[src/rtl/uio_bus_arbiter.sv]
// uio_bus_arbiter: round-robin owner of the shared 8-bit uio pad bus.
// Grants one internal requester at a time. Drives the pads only from registers.
// After every write owner it inserts a bus-turnaround gap of TURN_CYCLES cycles.
//
// Ports:
//   clk, rst        clock, asynchronous active-high reset
//   ena             design enable; 0 blocks new grants and releases the bus
//   req/dir/last    per-requester request, direction (1=drive), final-cycle flag
//   wdata           per-requester write byte, slice i = [8i+7:8i]
//   gnt/owner/busy  registered one-hot grant, owner index, not-idle flag
//   rdata           registered sample of uio_in while a read owner holds the bus
//   uio_in/out/oe   pad input, registered pad output, registered pad enable
//   timeout         (UIO_ARB_TIMEOUT_EN only) one-cycle pulse on a hold timeout
//
// Optional feature macro: UIO_ARB_TIMEOUT_EN enables the MAX_HOLD hold limit.
module uio_bus_arbiter #(
  parameter int unsigned NUM_REQ     = 4,
  parameter int unsigned TURN_CYCLES = 1,
  parameter int unsigned MAX_HOLD    = 15
) (
  input  logic                   clk,
  input  logic                   rst,
  input  logic                   ena,
  input  logic [NUM_REQ-1:0]     req,
  input  logic [NUM_REQ-1:0]     dir,
  input  logic [8*NUM_REQ-1:0]   wdata,
  input  logic [NUM_REQ-1:0]     last,
  output logic [NUM_REQ-1:0]     gnt,
  output logic [2:0]             owner,
  output logic                   busy,
  output logic [7:0]             rdata,
  input  logic [7:0]             uio_in,
  output logic [7:0]             uio_out,
  output logic [7:0]             uio_oe
`ifdef UIO_ARB_TIMEOUT_EN
  ,
  output logic                   timeout
`endif
);

  localparam int unsigned IDX_W  = 3;
  localparam int unsigned SUM_W  = IDX_W + 1;
  localparam int unsigned TCNT_W = 3;

  if (NUM_REQ < 2 || NUM_REQ > 8 || TURN_CYCLES == 0 || TURN_CYCLES > 7 ||
      MAX_HOLD == 0 || MAX_HOLD > 255) begin : g_bad_params
    $error("uio_bus_arbiter: parameter out of range");
  end

  typedef enum logic [1:0] {
    S_IDLE = 2'd0,
    S_OWN  = 2'd1,
    S_TURN = 2'd2
  } state_t;

  state_t               r_state, w_state_d;
  logic [NUM_REQ-1:0]   r_gnt, w_gnt_d;
  logic [IDX_W-1:0]     r_owner, w_owner_d;
  logic [IDX_W-1:0]     r_ptr, w_ptr_d;
  logic                 r_dir, w_dir_d;
  logic                 r_busy;
  logic [7:0]           r_out, w_out_d;
  logic [7:0]           r_oe, w_oe_d;
  logic [7:0]           r_rdata, w_rdata_d;
  logic [TCNT_W-1:0]    r_turn, w_turn_d;
  logic                 w_exit;
  logic                 w_hold_hit;

  logic [NUM_REQ-1:0]   w_req_rot;
  logic [NUM_REQ-1:0]   w_sel_oh;
  logic [IDX_W-1:0]     w_off;
  logic [IDX_W-1:0]     w_sel;
  logic [SUM_W-1:0]     w_sum;
  logic [IDX_W-1:0]     w_ptr_next;
  logic [7:0]           w_sel_wdata;
  logic [7:0]           w_own_wdata;
  logic                 w_own_req;
  logic                 w_own_last;

  // Rotate requests so bit 0 is the requester at the round-robin pointer.
  assign w_req_rot = NUM_REQ'({req, req} >> r_ptr);

  // First set request at or after the pointer.
  always_comb begin
    w_off = '0;
    for (int j = NUM_REQ - 1; j >= 0; j--) begin
      if (w_req_rot[j]) w_off = IDX_W'(j);
    end
  end

  assign w_sum = SUM_W'(r_ptr) + SUM_W'(w_off);
  assign w_sel = (w_sum >= SUM_W'(NUM_REQ)) ? IDX_W'(w_sum - SUM_W'(NUM_REQ))
                                            : IDX_W'(w_sum);

  // One-hot of the winner plus write-byte muxes for the winner and current owner.
  always_comb begin
    w_sel_oh    = '0;
    w_sel_wdata = '0;
    w_own_wdata = '0;
    for (int j = 0; j < NUM_REQ; j++) begin
      if (w_sel == IDX_W'(j)) begin
        w_sel_oh[j] = 1'b1;
        w_sel_wdata = wdata[8*j +: 8];
      end
      if (r_gnt[j]) w_own_wdata = wdata[8*j +: 8];
    end
  end

  assign w_own_req  = |(req & r_gnt);
  assign w_own_last = |(last & r_gnt);
  assign w_ptr_next = (r_owner == IDX_W'(NUM_REQ - 1)) ? '0 : r_owner + IDX_W'(1);

`ifdef UIO_ARB_TIMEOUT_EN
  logic [7:0] r_hold;
  logic       r_timeout;

  assign w_hold_hit = (r_hold + 8'd1) == 8'(MAX_HOLD);

  // Hold counter is zero on the grant edge and counts OWN cycles.
  always_ff @(posedge clk or posedge rst) begin
    if (rst) begin
      r_hold    <= '0;
      r_timeout <= 1'b0;
    end else begin
      r_timeout <= (r_state == S_OWN) && w_hold_hit;
      r_hold    <= (r_state == S_OWN) ? r_hold + 8'd1 : 8'd0;
    end
  end

  assign timeout = r_timeout;
`else
  assign w_hold_hit = 1'b0;
`endif

  // Next-state and next-output logic; every pad/grant output is registered.
  always_comb begin
    w_state_d = r_state;
    w_gnt_d   = r_gnt;
    w_owner_d = r_owner;
    w_ptr_d   = r_ptr;
    w_dir_d   = r_dir;
    w_out_d   = r_out;
    w_oe_d    = r_oe;
    w_rdata_d = r_rdata;
    w_turn_d  = r_turn;
    w_exit    = 1'b0;
    case (r_state)
      S_IDLE: begin
        if (ena && (|req)) begin
          w_state_d = S_OWN;
          w_gnt_d   = w_sel_oh;
          w_owner_d = w_sel;
          w_dir_d   = |(dir & w_sel_oh);
          if (w_dir_d) begin
            w_oe_d  = 8'hFF;
            w_out_d = w_sel_wdata;
          end else begin
            w_oe_d  = 8'h00;
          end
        end
      end
      S_OWN: begin
        w_exit = w_own_last || !w_own_req || !ena || w_hold_hit;
        if (!r_dir) w_rdata_d = uio_in;
        if (w_exit) begin
          w_gnt_d   = '0;
          w_ptr_d   = w_ptr_next;
          w_oe_d    = 8'h00;
          w_turn_d  = '0;
          w_state_d = r_dir ? S_TURN : S_IDLE;
        end else if (r_dir) begin
          w_oe_d  = 8'hFF;
          w_out_d = w_own_wdata;
        end
      end
      S_TURN: begin
        w_oe_d  = 8'h00;
        w_gnt_d = '0;
        if (r_turn == TCNT_W'(TURN_CYCLES - 1)) begin
          w_state_d = S_IDLE;
        end else begin
          w_turn_d  = r_turn + TCNT_W'(1);
        end
      end
      default: begin
        w_state_d = S_IDLE;
        w_gnt_d   = '0;
        w_oe_d    = 8'h00;
      end
    endcase
  end

  // State and output registers; reset releases the pads immediately.
  always_ff @(posedge clk or posedge rst) begin
    if (rst) begin
      r_state <= S_IDLE;
      r_gnt   <= '0;
      r_owner <= '0;
      r_ptr   <= '0;
      r_dir   <= 1'b0;
      r_busy  <= 1'b0;
      r_out   <= '0;
      r_oe    <= '0;
      r_rdata <= '0;
      r_turn  <= '0;
    end else begin
      r_state <= w_state_d;
      r_gnt   <= w_gnt_d;
      r_owner <= w_owner_d;
      r_ptr   <= w_ptr_d;
      r_dir   <= w_dir_d;
      r_busy  <= (w_state_d != S_IDLE);
      r_out   <= w_out_d;
      r_oe    <= w_oe_d;
      r_rdata <= w_rdata_d;
      r_turn  <= w_turn_d;
    end
  end

  assign gnt     = r_gnt;
  assign owner   = r_owner;
  assign busy    = r_busy;
  assign rdata   = r_rdata;
  assign uio_out = r_out;
  assign uio_oe  = r_oe;

endmodule

[config.mk]
export PLATFORM = sky130hd
export DESIGN_NAME = uio_bus_arbiter
export DESIGN_NICKNAME = d
export VERILOG_FILES = /design/src/rtl/uio_bus_arbiter.sv
export SDC_FILE = /design/constraint.sdc
export NUM_CORES = 1
export LEC_CHECK = 0
export ABC_AREA = 1
export CORE_UTILIZATION = 44
export DETAILED_ROUTE_END_ITERATION = 8
export GPL_TIMING_DRIVEN = 0
export PLACE_DENSITY_LB_ADDON = 0.3
export SYNTH_ARGS = -nofsm -noshare
export SYNTH_HDL_FRONTEND = slang
export SYNTH_SLANG_ARGS = --single-unit
[constraint.sdc]
create_clock -name clk -period 7.75 [get_ports clk]
set_clock_uncertainty 0.1 [all_clocks]
set_input_delay 1.1625 -clock clk [delete_from_list [all_inputs] [get_ports clk]]
set_output_delay 1.1625 -clock clk [all_outputs]
set_load 0.05 [all_outputs]
# == After elaboration in Yosys (flattened, before gate mapping) ==
# Cells that the tools add are included.
# op_classes
eq_ne,13
n_lt_le_gt_ge,1
n_shift,1
bitwise_logic,4
n_reduce_logical,22
muxes,39
n_addsub,4
# op_table
operator,count
$mux W8,16
$pmux W8 S2,2
$mux W3,6
$reduce_or A4 Y1,4
$and A4 B4 Y4,3
$mux W2,6
$ne A2 B2 Y1 const B,6
$reduce_and A2 Y1,5
$eq A3 B2 Y1 const B,3
$mux W4,2
$pmux W4 S2,1
$shr A8 B3 Y4,1
$add A3 B1 Y3 const B,2
$logic_not A3 Y1,2
$pmux W2 S3,1
$pmux W3 S2,1
$reduce_bool A2 Y1,3
$reduce_and A5 Y1,1
$add A3 B3 Y4,1
$ge A4 B3 Y1 const B,1
$mux W1,4
$eq A3 B1 Y1 const B,1
$ne A3 B3 Y1 const B,1
$reduce_and A3 Y1,1
other kinds (8),10
# totals
ff_bits,41
input_bits,55
output_inout_bits,32

# == Logic depth before layout (Yosys ltp) ==
# Gate-level depths: netlist (run 1).
# depth
depth_word,16
depth_mapped,21
mapped_depth_nobuf,20

# == Least setup slack after synthesis (run 1) ==
# No wires, ideal clock.
# synth_path
kind,input to register
from,input port req[1]
to,"register r_out[3], in the netlist uio_out[3]"
path_stages,16
setup_slack_ns,4.210
arrival_ns,3.374
path_cell_list,inv_1 -> o21ai_1 -> inv_1 -> o31ai_1 -> nand2_1 -> a21boi_1 -> ha_1 -> inv_1 -> fa_1 -> nor2_2 -> nand3_2 -> nand2_2 -> nor2_4 -> a21oi_4 -> nand2_1 -> nand2_1
# synth_via
elab_chain_cells,16
word_cells_on_any_way,37
cone_classes,add/sub (2); order compare (1); eq/ne (6); shift (1); mux (16); bitwise (2); reduce/logical (9)
# synth_lines
item,line_no,source
start: declaration,24,"input logic [NUM_REQ-1:0] req,"
$shr A8 B3 Y4,81,"assign w_req_rot = NUM_REQ'({req, req} >> r_ptr);"
$mux W2 (2 in a row),87,if (w_req_rot[j]) w_off = IDX_W'(j);
$mux W3 (2 in a row),87,
$add A3 B3 Y4,91,assign w_sum = SUM_W'(r_ptr) + SUM_W'(w_off);
$ge A4 B3 Y1 or $sub A3 B3 Y3 (tied branches),92,assign w_sel = (w_sum >= SUM_W'(NUM_REQ)) ? IDX_W'(w_sum - SUM_W'(NUM_REQ))
$mux W3,92,
$logic_not A3 Y1,101,if (w_sel == IDX_W'(j)) begin
$mux W8 (4 in a row),101,
$mux W8,154,if (w_dir_d) begin
$mux W8,149,if (ena && (|req)) begin
$pmux W8 S2,147,case (r_state)
end signal: assignment,213,r_out <= w_out_d;
end: declaration,62,"logic [7:0] r_out, w_out_d;"
# Parallel ways exist; a longest one is shown, timed or not. The select of a mux whose other input is x is not followed.
# A chain may end at the register's enable or synchronous reset.

# == Worst setup path in the final report (run 1) ==
# layout_path
from,input port req[1]
to,"register r_out[6], in the netlist uio_out[6]"
# The elaborated chain is that of the path after synthesis.

==> summary.md, run 1 <==
| Metric | Value |
|---|---|
| YS warnings | 0 |
| Routed Wire Length | 6780 microns |
| RSZ-0062 raised after global routing | false |
| Overall power | 1.65 mW |
| Primary FF master, synth | dfrtp_1 |
| Worst-path cell chain | clkdlybuf4s50_1 > inv_1 > o21ai_1 > inv_1 > o31ai_1 > nand2_1 > a21boi_1 > ha_1 > inv_1 > fa_1 > nor2_2 > nand3_2 > nand2_2 > nor2_4 > a21oi_4 > nand2_1 > nand2_1 |
| Count of cell types in the netlist | 31 |
| Worst slack, placed | around 3300 ps |
| Die Y | between 70 and 80 microns |
| Crit path DAT | roughly 4300 ps |
| Nature of the critical path endpoint | flip-flop |
| Syn Nets | roughly 400 |
| CTS tree | done |
| First-pass GRT wire length | around 11000 microns |
| Clock sinks | 34 |
| Post-detailed-route count of antenna-violating nets | 0 |
| DR iter-0 viols | roughly 160 |
| Hold_buf cts | 0 |
| Synth Area per Inst | about 7.2 sq um |
| Final GP Congestion | roughly 0.95 |
| Total grt overflow | 0 |
| Power per Cell Area | around 470 nW/um^2 |
| Final Util | roughly 64% |
| CTS Buf Count | 5 |
| Complex-gate fraction of the synthesized area | a little over an eighth |
| Fill cells | approximately 500 |
| Top delay family on crit path | simple AND/OR/NAND/NOR gates |
| CP Buf/Inv Count | 4 |
| Endpoints failing hold | 0 |
| Clock Latency Late Sink | between 200 and 300 ps |
| XOR/XNOR share of the synthesized area | less than 1% |
| Row count | 27 |
| H-tree Lvls | 2 |
| Synthesized area | 2490 sq um |
| Crit path depth | 17 |
| Die width | a little under 80 microns |
| Slew HR | a little over half |
| Critical path peak fanout | 10 |
| WL/cell | 13.3 microns |
| EDFF count, synth | 0 |
| Status | completed |
| Max cap viols | 0 |
| Fraction of layout cells with a size suffix above 1 | between 10 and 15% |
| Largest net degree at the start of global routing | 35 |
| RR Endpoint | uio_out[6] |
| Post-Synth Adder-Cell Area | 3.32% |
| Worst-Margin Slew | 687 ps |
| Clock tree buffer depth | 2 |
| Setup violations, final | 0 |
| Clock transition at path regs | approximately 60 ps |
| TritonRoute pass-1 iters | 5 |
| Leakage power | around 1.6 nW |
| HP Class | reg2reg |
| Setup CP Type | in2reg |
| Final WS setup | around 3500 ps |
| Startpoint types | primary input |
| Die area | a little under 6000 sq um |
| Post-detail-place hpwl | ~5200 microns |
| N_diodes | 0 |
| CTS root buffer | clkbuf_8 |
| Slowest cell delay on critical path | roughly 570 ps |
| Postcts setup bufs | 0 |
| Required @ worst endpoint | between 7000 and 8000 ps |
| R2R Setup Slk | 4370 ps |
| Synth async-reset ratio | between 90% and 100% |
| IO Port Bufs | 86 |
| Initial antenna violation count | 0 |
| Crit. Startpoint | req[1] |
| Setup tns final | 0 ps |
| Initial core utilization | around 45% |
| Worst VDD drop | between 0.2 and 0.25 mV |
| Vias in the first global route | around 2500 |
| Max Freq | approximately 0.24 GHz |
| Sequential area share after synthesis | approximately a third |
| Reg2reg start | r_ptr[0] |
| CTS resizes | 0 |
| Crit path max-delay cell type | fa_1 |
| Simple-gate share of the synthesized area | a little over a third |
| Largest family of logic cells by synthesized area | simple AND/OR/NAND/NOR gates |
| Via Count | ~2700 |
| Synth-to-Final Area Change | 41.5% |
| Tcrit/Tclk final | a little over half |
| Nets | between 400 and 500 |
| Core area | 5470 sq um |
| Vias per inst | around 5.3 |
| Drt drc | 0 |
| Pins Over Slew Limit | 0 |
| Post-Syn Instances | approximately 350 |
| Tmin final | 4220 ps |
| Cell count of the worst reg-to-reg path | 16 |
| Post-synthesis register bit count | 34 |
| Mux contribution to synthesized area | about 4.0% |
| Crit path to | uio_out[6] |
| # IOs | 87 |
| GRT Overall Usage | between 20% and 30% |
## how the worst min path moves through the flow
stage	cells past startpoint	slack [ps]	end	start
floorplan	2	350	r_dir	r_dir
global placement	2	370	uio_out[6]	uio_out[6]
detailed placement	2	360	uio_out[6]	uio_out[6]
CTS	2	380	uio_out[6]	uio_out[6]
global route	2	420	uio_out[3]	uio_out[3]
finish	2	380	uio_out[0]	uio_out[0]
## state kept, by name (all words and copies together) (netlist names)
| signal | flops |
|---|---|
| gnt | 4 |
| r_ptr | 3 |
| r_dir | 1 |
| r_turn | 3 |
| uio_oe | 1 |
| busy | 1 |
| owner | 3 |
| uio_out | 8 |
| r_state | 2 |
| rdata | 8 |
## power breakdown
group / total [mW] / internal [mW] / leakage [nW] / switching [mW]
combinational: 1.22 / 0.433 / 1.13 / 0.788
clock: 0.127 / 0.0684 / 0.0431 / 0.0587
sequential: 0.298 / 0.248 / 0.433 / 0.0508
total: 1.65 / 0.749 / 1.60 / 0.898
## worst register-to-register path, cell delays in order (launching register included)
cell	delay, ps
dfrtp_1	400
buf_2	180
o21ai_1	130
inv_1	70
o31ai_1	300
nand2_1	90
a21boi_1	140
ha_1	180
inv_1	50
fa_1	570
nor2_2	460
nand3_2	120
nand2_2	100
nor2_4	50
a21oi_4	220
nand2_1	90
nand2_1	60
## layout make-up
cell class                 instances  area [sq um]  area share [%]
buffer                            19           134            3.80
inverter                          28           105            2.98
tap                               72          90.1            2.56
clock buffer                       6          82.6            2.34
multi-input combinational        264          1400            39.7
timing repair buffer              86           861            24.4
sequential                        34           851            24.2
## through the flow
step | hold slack (ps) | instance area, sq um | instances
after floorplan | 353 | 2490 | 345
after global placement | 366 | 3440 | 503
after detailed placement | 364 | 3440 | 503
after CTS | 381 | 3520 | 509
after global routing | 417 | 3520 | 509
final | 379 | 3520 | 509
## layout by cell type, fill, tap and decap left out, drive strengths merged
cell type	synthesis	final
nand2	119	119
clkdlybuf4s50	0	86
nand3	46	46
o21ai	39	39
dfrtp	34	34
inv	27	27
a21oi	17	17
buf	17	17
nor2	16	16
mux2	8	8
clkbuf	2	8
nand4	5	5
ha	5	5
o31ai	2	2
o21a	2	2
or2	1	1
xnor2	1	1
clkinv	1	1
mux2i	1	1
a21boi	1	1
fa	1	1
## kinds of logic after synthesis
logic type | count (synthesis)
adders and majority gates | 6
DFF | 34
xor gates and xnor gates | 1
AOI/OAI and AO/OA | 61
buffers and inverters | 47
and+or+nand+nor | 187
muxes | 9
## synth_stat cells (3+ instances only)
| cell | n | share of area, % |
|---|---|---|
| nand2_1 | 111 | 17 |
| nand3_1 | 42 | 8.4 |
| o21ai_0 | 35 | 7.0 |
| dfrtp_1 | 34 | 34 |
| inv_1 | 21 | 3.2 |
| a21oi_1 | 16 | 3.2 |
| buf_4 | 9 | 2.7 |
| mux2_2 | 8 | 3.6 |
| nor2_1 | 8 | 1.2 |
| inv_2 | 6 | 0.90 |
| nand2_2 | 6 | 1.5 |
| buf_2 | 5 | 1.0 |
| ha_1 | 5 | 2.5 |
| nand4_1 | 5 | 1.3 |
| nand3_2 | 4 | 1.6 |
| nor2_4 | 4 | 1.8 |
| o21ai_1 | 4 | 0.80 |
| buf_6 | 3 | 1.4 |
| nor2_2 | 3 | 0.75 |
## routing by layer
metal	vias to the layer above	GRT usage, %	share of wire (%)
li1	1314	-	-
met5	-	0	0
met3	13	4.40	6.5
met1	1247	31.4	45
met2	119	38.1	47
met4	0	10.8	2.4
Note: power is estimated with default switching activity, not from simulation.
==> run 2, diff against run 1 <==
==> constraint.sdc (replaced) <==
create_clock -name clk -period 3.9 [get_ports clk]
set_clock_uncertainty 0.1 [all_clocks]
set_input_delay 0.585 -clock clk [delete_from_list [all_inputs] [get_ports clk]]
set_output_delay 0.585 -clock clk [all_outputs]
set_load 0.05 [all_outputs]
==> results of run 2 <==
Same layout as run 1 (identical final DEF). Status: completed.
Main changes from that run: setup slack after placement 3260 ps -> -14.2 ps; setup slack after layout 3530 ps -> 253 ps; register-to-register setup slack 4370 ps -> 520 ps; total power 1.65 mW -> 3.27 mW; worst IR drop on VDD 0.226 mV -> 0.448 mV
==> run 3, diff against run 2 <==
--- a/config.mk
+++ b/config.mk
@@ -8,6 +8,7 @@
 export ABC_AREA = 1
 export CORE_UTILIZATION = 44
 export DETAILED_ROUTE_END_ITERATION = 8
+export DONT_BUFFER_PORTS = 1
 export GPL_TIMING_DRIVEN = 0
 export PLACE_DENSITY_LB_ADDON = 0.3
 export SYNTH_ARGS = -nofsm -noshare
==> run 3 against run 2 <==
Global-route usage fell by 1.3 points. Routed wire length is 5.8% lower. Final cell count fell by 17%. Critical endpoint is now uio_out[7]. Highest routed layer unchanged.
==> summary.md, run 3 (same netlist as run 1, synthesis figures left out) <==
| Metric | Value |
|---|---|
| Status | completed |
| RR Endpoint | uio_out[7] |
| Fraction of layout cells with a size suffix above 1 | 17.3% (+3.6 points) |
| Sequential Power Share | 32.3% (+14 points) |
| Hold_buf cts | 0 (unchanged) |
| Critical path peak fanout | 10 (unchanged) |
| Post-detail-place hpwl | 4960 microns (-4.3%) |
| CTS Buf Count | 5 (unchanged) |
| Reg2reg start | r_ptr[0] |
| Clock sinks | 34 (unchanged) |
| Clock transition at path regs | 60 ps (about the same) |
| Overall power | roughly 3.0 mW |
| Die width | 77.2 microns (unchanged) |
| Endpoints failing hold | 0 (unchanged) |
| Setup tns final | 0 ps (unchanged) |
| # IOs | 87 (unchanged) |
| Net Switching | roughly 1.7 mW |
| Nets | 414 (-17%) |
| WL/cell | 15.0 microns (+13%) |
| Clk pwr share | 10.5% (+2.8 points) |
| Most common cell after layout, fill and taps aside | nand2_1 |
| Max Freq | between 0.2 and 0.3 GHz |
| GRT Overall Usage | 22.6% (-1.3 points) |
| First-pass GRT wire length | 10600 microns (-5.8%) |
| Clock tree buffer depth | 2 (unchanged) |
| Required @ worst endpoint | roughly 4000 ps |
| Die Y | 77.2 microns (unchanged) |
| IO Port Bufs | 0 (-100%) |
| Worst VDD drop | 0.509 mV |
| Fill cells | 586 (+15%) |
| Row count | 27 (unchanged) |
| Internal Power | about 1.3 mW |
| R2R Setup Slk | slightly above 500 ps |
| Clock Latency Late Sink | 270 ps (about the same) |
| HP Class | in2async |
| H-tree Lvls | 2 (unchanged) |
| Postcts setup bufs | 0 (unchanged) |
| CTS resizes | 0 (unchanged) |
| Leakage power | 1.30 nW (-19%) |
| Synth-to-Final Area Change | 8.95% |
| Largest net degree at the start of global routing | 35 (unchanged) |
| Pins Over Slew Limit | 0 (unchanged) |
| Hold slack | 12.5 ps (-366 ps) |
| Routed Wire Length | 6380 microns (-5.8%) |
| Via Count | 2320 (-14%) |
| TritonRoute pass-1 iters | 7 (+2) |
| Post-detailed-route count of antenna-violating nets | 0 (unchanged) |
| CTS tree | done |
| Final GP Congestion | 0.868 (-8.7%) |
| Setup violations, final | 0 (unchanged) |
| Power per Cell Area | 1120 nW/um^2 |
| Tcrit/Tclk final | around 87% |
| Sw frac | a little under three fifths |
| Total grt overflow | 0 (unchanged) |
| Commonest non-fill, non-tap cells in the layout | 111 x nand2_1, 42 x nand3_1, 35 x o21ai_0 |
| Worst-Margin Slew | 673 ps (-14.6 ps) |
| Max cap viols | 0 (unchanged) |
| Initial antenna violation count | 0 (unchanged) |
| Slew HR | 55.1% (+1.0 points) |
| Drt drc | 0 (unchanged) |
| Crit path DAT | 3510 ps |
| Vias per inst | 5.46 (+3.2%) |
| Nature of the critical path endpoint | flip-flop |
| Core area | 5470 sq um (unchanged) |
| Vias in the first global route | 2330 (-6.6%) |
| Tmin final | between 3000 and 4000 ps |
| Initial core utilization | 45.5% (unchanged) |
| Cell count of the worst reg-to-reg path | 16 (unchanged) |
| Startpoint types | flip-flop |
| Die area | 5960 sq um (unchanged) |
| N_diodes | 0 (unchanged) |
| CTS root buffer | clkbuf_8 |
| Setup CP Type | reg2reg |
| Combinational share of power | 57.2% (-17 points) |
| RSZ-0062 raised after global routing | false |
| DR iter-0 viols | 163 (+1.2%) |
run 3: cell count changes in the layout (fill, tap and decap cells not counted):
cell,change
clkinv_1,+1
inv_2,-1
bufinv_16,+1
clkdlybuf4s50_1,-86
buf_12,+1
run 3: cell type report:
| cell class | instances | area [sq um] | area share (%) |
|---|---|---|---|
| Inverter | 28 | 105 | 3.88 |
| Timing Repair Buffer | 1 | 20.0 | 0.738 |
| Sequential cell | 34 | 851 | 31.4 |
| Tap cell | 72 | 90.1 | 3.32 |
| Buffer | 19 | 134 | 4.94 |
| Clock inverter | 1 | 30.0 | 1.11 |
| Multi-Input combinational cell | 264 | 1400 | 51.6 |
| Clock buffer | 6 | 82.6 | 3.05 |
run 3: worst max path at each step:
| stage | from | to | slack (ps) | cells past startpoint |
|---|---|---|---|---|
| 2_1_floorplan | req[1] | uio_out[3] | 940 | 16 |
| 3_3_place_gp | req[1] | uio_out[6] | 530 | 16 |
| 3_5_place_dp | req[1] | uio_out[7] | 480 | 16 |
| 4_1_cts | r_ptr[1] | uio_out[7] | 510 | 14 |
| 5_1_grt | r_ptr[1] | uio_out[3] | 230 | 14 |
| 6_report | r_ptr[0] | uio_out[7] | 510 | 16 |
run 3: critical path, stage by stage (launching register included):
cell and delay [ps]:
dfrtp_1 380, buf_2 170, o21ai_1 150, inv_1 70
o31ai_1 290, nand2_1 90, a21boi_1 140, ha_1 180
inv_1 50, fa_1 570, nor2_2 480, nand3_2 130
nand2_2 90, nor2_4 50, a21oi_4 220, nand2_1 100
nand2_1 60
run 3: power by group through the flow:
stage	registers [mW]	logic, mW	clock network (mW)
after floorplan	0.954	1.40	0
after global placement	0.988	1.69	0
after detailed placement	0.990	1.73	0
after CTS	0.984	1.74	0.324
after global routing	0.996	1.94	0.342
final	0.980	1.73	0.319
run 3: per-stage QoR:
step           worst slack, ps  area, sq um  util (%)  cells
2_1_floorplan              937         2490         -    345
3_3_place_gp               533         2580      47.1    417
3_5_place_dp               479         2580      47.1    417
4_1_cts                    515         2690      49.2    424
5_1_grt                    226         2710      49.5    425
6_report                   511         2710      49.5    425
run 3: per-layer routing:
metal / up-vias / GRT usage (%) / part of all wire (%)
li1: 1140 / - / -
met1: 1080 / 27.3 / 41
met2: 92 / 37.1 / 47
met3: 8 / 7.98 / 10
met4: 0 / 7.92 / 1.5
met5: - / 0 / 0
==> RTL change 1 (flow settings as in run 1) <==
The parameter `NUM_REQ` goes from 4 to 8.
--- a/src/rtl/uio_bus_arbiter.sv
+++ b/src/rtl/uio_bus_arbiter.sv
@@ -14,7 +14,7 @@
 //
 // Optional feature macro: UIO_ARB_TIMEOUT_EN enables the MAX_HOLD hold limit.
 module uio_bus_arbiter #(
-  parameter int unsigned NUM_REQ     = 4,
+  parameter int unsigned NUM_REQ     = 8,
   parameter int unsigned TURN_CYCLES = 1,
   parameter int unsigned MAX_HOLD    = 15
 ) (
Ports: changed (5 resized); port bits go from 87 to 135. No check against the original RTL was run, so the function may have changed too.
==> RTL change 1 against run 1 <==
  * Sequential cell count rose by 4
  * Synthesized cell count increased by 49%
  * Setup slack got worse by 0.89 ns
  * First-iteration DRC count up 60%
  * Wire length up 84%
  * Sequential share of layout area is 5.4 points lower
  * Area after synthesis grew 40%
  * Cell area grew 44%
Power is not shown: default switching activity piles up to over one toggle a cycle in this logic, so the estimate is an artifact.
==> RTL change 1: results (changes against run 1) <==
qor: global_routing.grt_pass1_vias 3882 [+56%]
qor: global_routing.grt_max_degree 25 [-29%]
qor: global_routing.globalRouteTotalUtil 29.30% [+5.4 points]
qor: global_routing.grt_pass1_wl 19.31 mm [+72%]
qor: finish.nonClkBufAreaFrac 30.10% [+1.9 points]
qor: timing.max_slew.worst_pin.slew 0.6429 ns [-0.04452 ns]
qor: synthesis.post_synth_most_frequent_cells 99 x nand2_1, 72 x nand3_1, 49 x nor2_1
qor: route.number_of_drc_violations_after_detailed_routing_iteration_0 257 [+60%]
qor: global_routing.grt_use_met1 40.15% [+8.7 points]
qor: finish.fill_count 688 [+35%]
qor: cts.cts.sink_count 38 [+12%]
qor: synthesis.ys_async_sr_fraction 100.0% [unchanged]
qor: synthesis.synthDistinctLibCells 41 [+32%]
qor: finish.register_area 950.9 sq um [+12%]
qor: placed_design.portBuffers 134 [+56%]
qor: finish.num-multi-input-gates 412 [+56%]
qor: global_routing.grt_use_met3 4.690% [+0.29 points]
qor: finish.nonClockBufferCount 162 [+54%]
qor: route.post_drt_via_cell_ratio 5.549 [+4.9%]
qor: finish.clockNetworkAreaShare 1.557% [-0.79 points]
qor: status.outcome finished clean
qor: cts.clock-root-buffer clkbuf_8
qor: route.routed_wirelength 12.45 mm [+84%]
qor: cts.clkSlewWorstSetupHoldPaths 0.08 ns [+0.02 ns]
qor: finish.share_of_the_final_layout_cell_area_in_multi_input_gates 44.07% [+4.4 points]
qor: finish.layout-drive-gt1-share 10.96% [-2.8 points]
qor: global_routing.global_route.usage.met2 47.54% [+9.4 points]
qor: finish.clock_buffer_count 5 [-1]
qor: placed_design.place.detailed.hpwl 10.17 mm [+96%]
qor: setup_path.worstPathArrival 5.25 ns [+0.91 ns]
qor: synthesis.postSynthNetCount 620 [+53%]
qor: cts.insertion_delay 0.30 ns [+0.02 ns]
qor: synthesis.synth_top_cells_by_area dfrtp_1 27%, nand2_1 11%, nand3_1 10%
qor: placed_design.dp_worst_setup_slack 2.440 ns [-0.8187 ns]
qor: placed_design.place.gp.congestion 0.8952 [-5.8%]
qor: finish.nNonClkInverters 38 [+36%]
qor: finish.num-nets-final 762 [+53%]
RTL change 1: kinds of logic (layout without fill, tap and decap cells):
logic type      count (synthesis)  in the layout  share of synthesized area [%]
fa+ha+maj                       6              6                          2.368
buf+inv                        65            207                          8.755
simple gates                  269            269                          36.92
xor+xnor                        2              2                         0.5024
mux                             8              8                          2.584
flops                          38             38                          27.27
compound gates                127            127                          21.60
RTL change 1: stage by stage:
stage	util, %	area [sq um]	cells
4_1_cts	65.85	5062	759
3_5_place_dp	64.83	4984	752
3_3_place_gp	64.47	4956	751
2_1_floorplan	-	3487	515
5_1_grt	65.85	5062	759
6_report	65.85	5062	759
RTL change 1: path summary, 6_finish.rpt:
path,startpoint,endpoint,slack [ns],cells after the start
setup / recovery,req[4],uio_out[2],2.64,21
hold / removal,rdata[0],rdata[0],0.41,1
setup reg to reg,r_ptr[0],uio_out[2],3.46,22
hold reg to reg,rdata[0],rdata[0],0.41,1
max in group asynchronous,rst,gnt[4],5.87,3
min in group asynchronous,rst,r_state[1],1.15,2
RTL change 1: critical path: stages:
cell             delay, ns
clkdlybuf4s50_1       0.54
nand2_1               0.12
nand3_1               0.11
nand3_1               0.09
nand2_1               0.13
a31oi_1               0.05
o21ai_0               0.17
nand2_1               0.07
a21boi_0              0.19
ha_1                  0.17
inv_1                 0.05
fa_1                  0.64
clkinv_1              0.34
nor2_1                0.32
clkbuf_1              0.44
nand3_1               0.13
nand3_1               0.16
nor2_1                0.07
nand4_1               0.09
nand2_1               0.08
a21oi_2               0.13
RTL change 1: routing by layer:
metal / vias up / part of all wire, % / routed length (um)
li1: 2066 / - / -
met1: 1919 / 44 / 5446
met2: 212 / 47 / 5800
met3: 15 / 8.0 / 996
met4: 0 / 1.7 / 211
met5: - / 0 / 0
==> RTL change 2 (settings of run 1) <==
Made on the original files. `r_oe` no longer has a reset.
--- a/src/rtl/uio_bus_arbiter.sv
+++ b/src/rtl/uio_bus_arbiter.sv
@@ -200,7 +200,6 @@
       r_dir   <= 1'b0;
       r_busy  <= 1'b0;
       r_out   <= '0;
-      r_oe    <= '0;
       r_rdata <= '0;
       r_turn  <= '0;
     end else begin
@@ -211,10 +210,13 @@
       r_dir   <= w_dir_d;
       r_busy  <= (w_state_d != S_IDLE);
       r_out   <= w_out_d;
-      r_oe    <= w_oe_d;
       r_rdata <= w_rdata_d;
       r_turn  <= w_turn_d;
     end
+  end
+
+  always_ff @(posedge clk) begin
+    r_oe <= w_oe_d;
   end
 
   assign gnt     = r_gnt;
Function: changed (a bounded check fails within 4 cycles, from zero or initial values and one cycle with rst high).
==> RTL change 2 against run 1 <==
  * Sequential cell count unchanged
  * Critical path type unchanged
  * Total power rose by 4.8%
  * Register-to-register slack is essentially flat
  * Non-clock buffer count rose by 1
  * Cell area up 0.67%
  * First-iteration DRC count up 12%
  * Critical endpoint is now uio_oe[6]
  * Maximum frequency shrank 0.50%
  * Clock power rose by 26%
  * Setup slack worse by 0.021 ns
  * Area after synthesis is 1.1% lower
  * Via count shrank 0.26%
  * Combinational power is 4% higher
  * Wire length is 3.9% higher
==> RTL change 2: results (changes against run 1) <==
qor: placed_design.place.gp.congestion 0.8737 [-8.0%]
qor: setup_path.regToRegStartpoint r_ptr[1]
qor: finish.num-nets-final 497 [-0.40%]
qor: synthesis.post_synth_fa_ha_maj_area_fraction 3.355% [+0.037 points]
qor: synthesis.synth-edff-count 1 [+1]
qor: global_routing.grt_pass1_wl 11.94 mm [+6.3%]
qor: synthesis.synth_top_cells_by_area dfrtp_1 34%, nand2_1 16%, nand3_1 8.9%
qor: power_and_ir_drop.net_switching 930.9 uW [+3.7%]
qor: power_and_ir_drop.pwr.group.combinational 1.27 mW [+4%]
qor: power_and_ir_drop.static_leakage_power 1.610 nW [+0.31%]
qor: timing.hold-worst-slack 0.3879 ns [+0.009029 ns]
qor: setup_path.ff2ff_setup_slack 4.36 ns [about the same]
qor: synthesis.synth.area.mux_share 4.067% [+0.045 points]
qor: placed_design.place.detailed.hpwl 5.250 mm [+1.2%]
qor: route.detail_route.first_pass.iterations 5 [unchanged]
qor: route.routed_wirelength 7.042 mm [+3.9%]
qor: route.number_of_drc_violations_after_detailed_routing_iteration_0 180 [+12%]
qor: finish.layout-drive-gt1-share 13.96% [+0.23 points]
qor: synthesis.ys_async_sr_fraction 97.06% [-2.9 points]
qor: setup_path.worstPathArrival 4.24 ns [-0.10 ns]
qor: global_routing.globalRouteTotalUtil 25.10% [+1.2 points]
qor: synthesis.postSynthNetCount 403 [-0.74%]
qor: power_and_ir_drop.report.power.total 1.726 mW [+4.8%]
qor: min_path.hold_path_end uio_out[6]
qor: global_routing.grt_max_degree 34 [-2.9%]
qor: power_and_ir_drop.vdd_ir_drop_max 0.2995 mV [+33%]
qor: setup_path.worst_r2r_endpoint uio_oe[6]
qor: setup_path.reg2regPathDepth 12 [-4]
qor: synthesis.synth_compound_area_share 13.83% [+0.61 points]
qor: status.outcome finished clean
qor: min_path.hold_start uio_out[6]
-- RTL change 2: worst max-delay path: cells and delay by family --
kind | cells | cell delay [ns]
compound gates | 4 | 0.79
fa+ha+maj | 2 | 0.77
buf+inv | 4 | 0.69
simple gates | 5 | 0.83
-- RTL change 2: per-layer routing --
layer  track usage (%)  wire length, um  share of wire [%]
met4             10.00              149                2.1
met5                 0                0                  0
met2             43.66             3379                 48
met1             31.22             3025                 43
met3             3.333              486                6.9
-- RTL change 2: final cells by class --
type / count / area [sq um]
fillers: 462 / 1692
multi-input cells: 259 / 1355
repair buffers: 87 / 888.4
flip-flops and latches: 34 / 855.8
plain buffers: 19 / 137.6
inverters: 30 / 112.6
well taps: 70 / 87.58
clock buffers: 5 / 68.82
clock inverters: 3 / 40.04
-- RTL change 2: through the flow --
step	cells	setup slack (ns)	area [sq um]
final	507	3.505	3546
after global routing	507	3.109	3546
after CTS	506	3.469	3518
after detailed placement	498	3.174	3410
after global placement	498	3.299	3410
after floorplan	342	4.205	2461
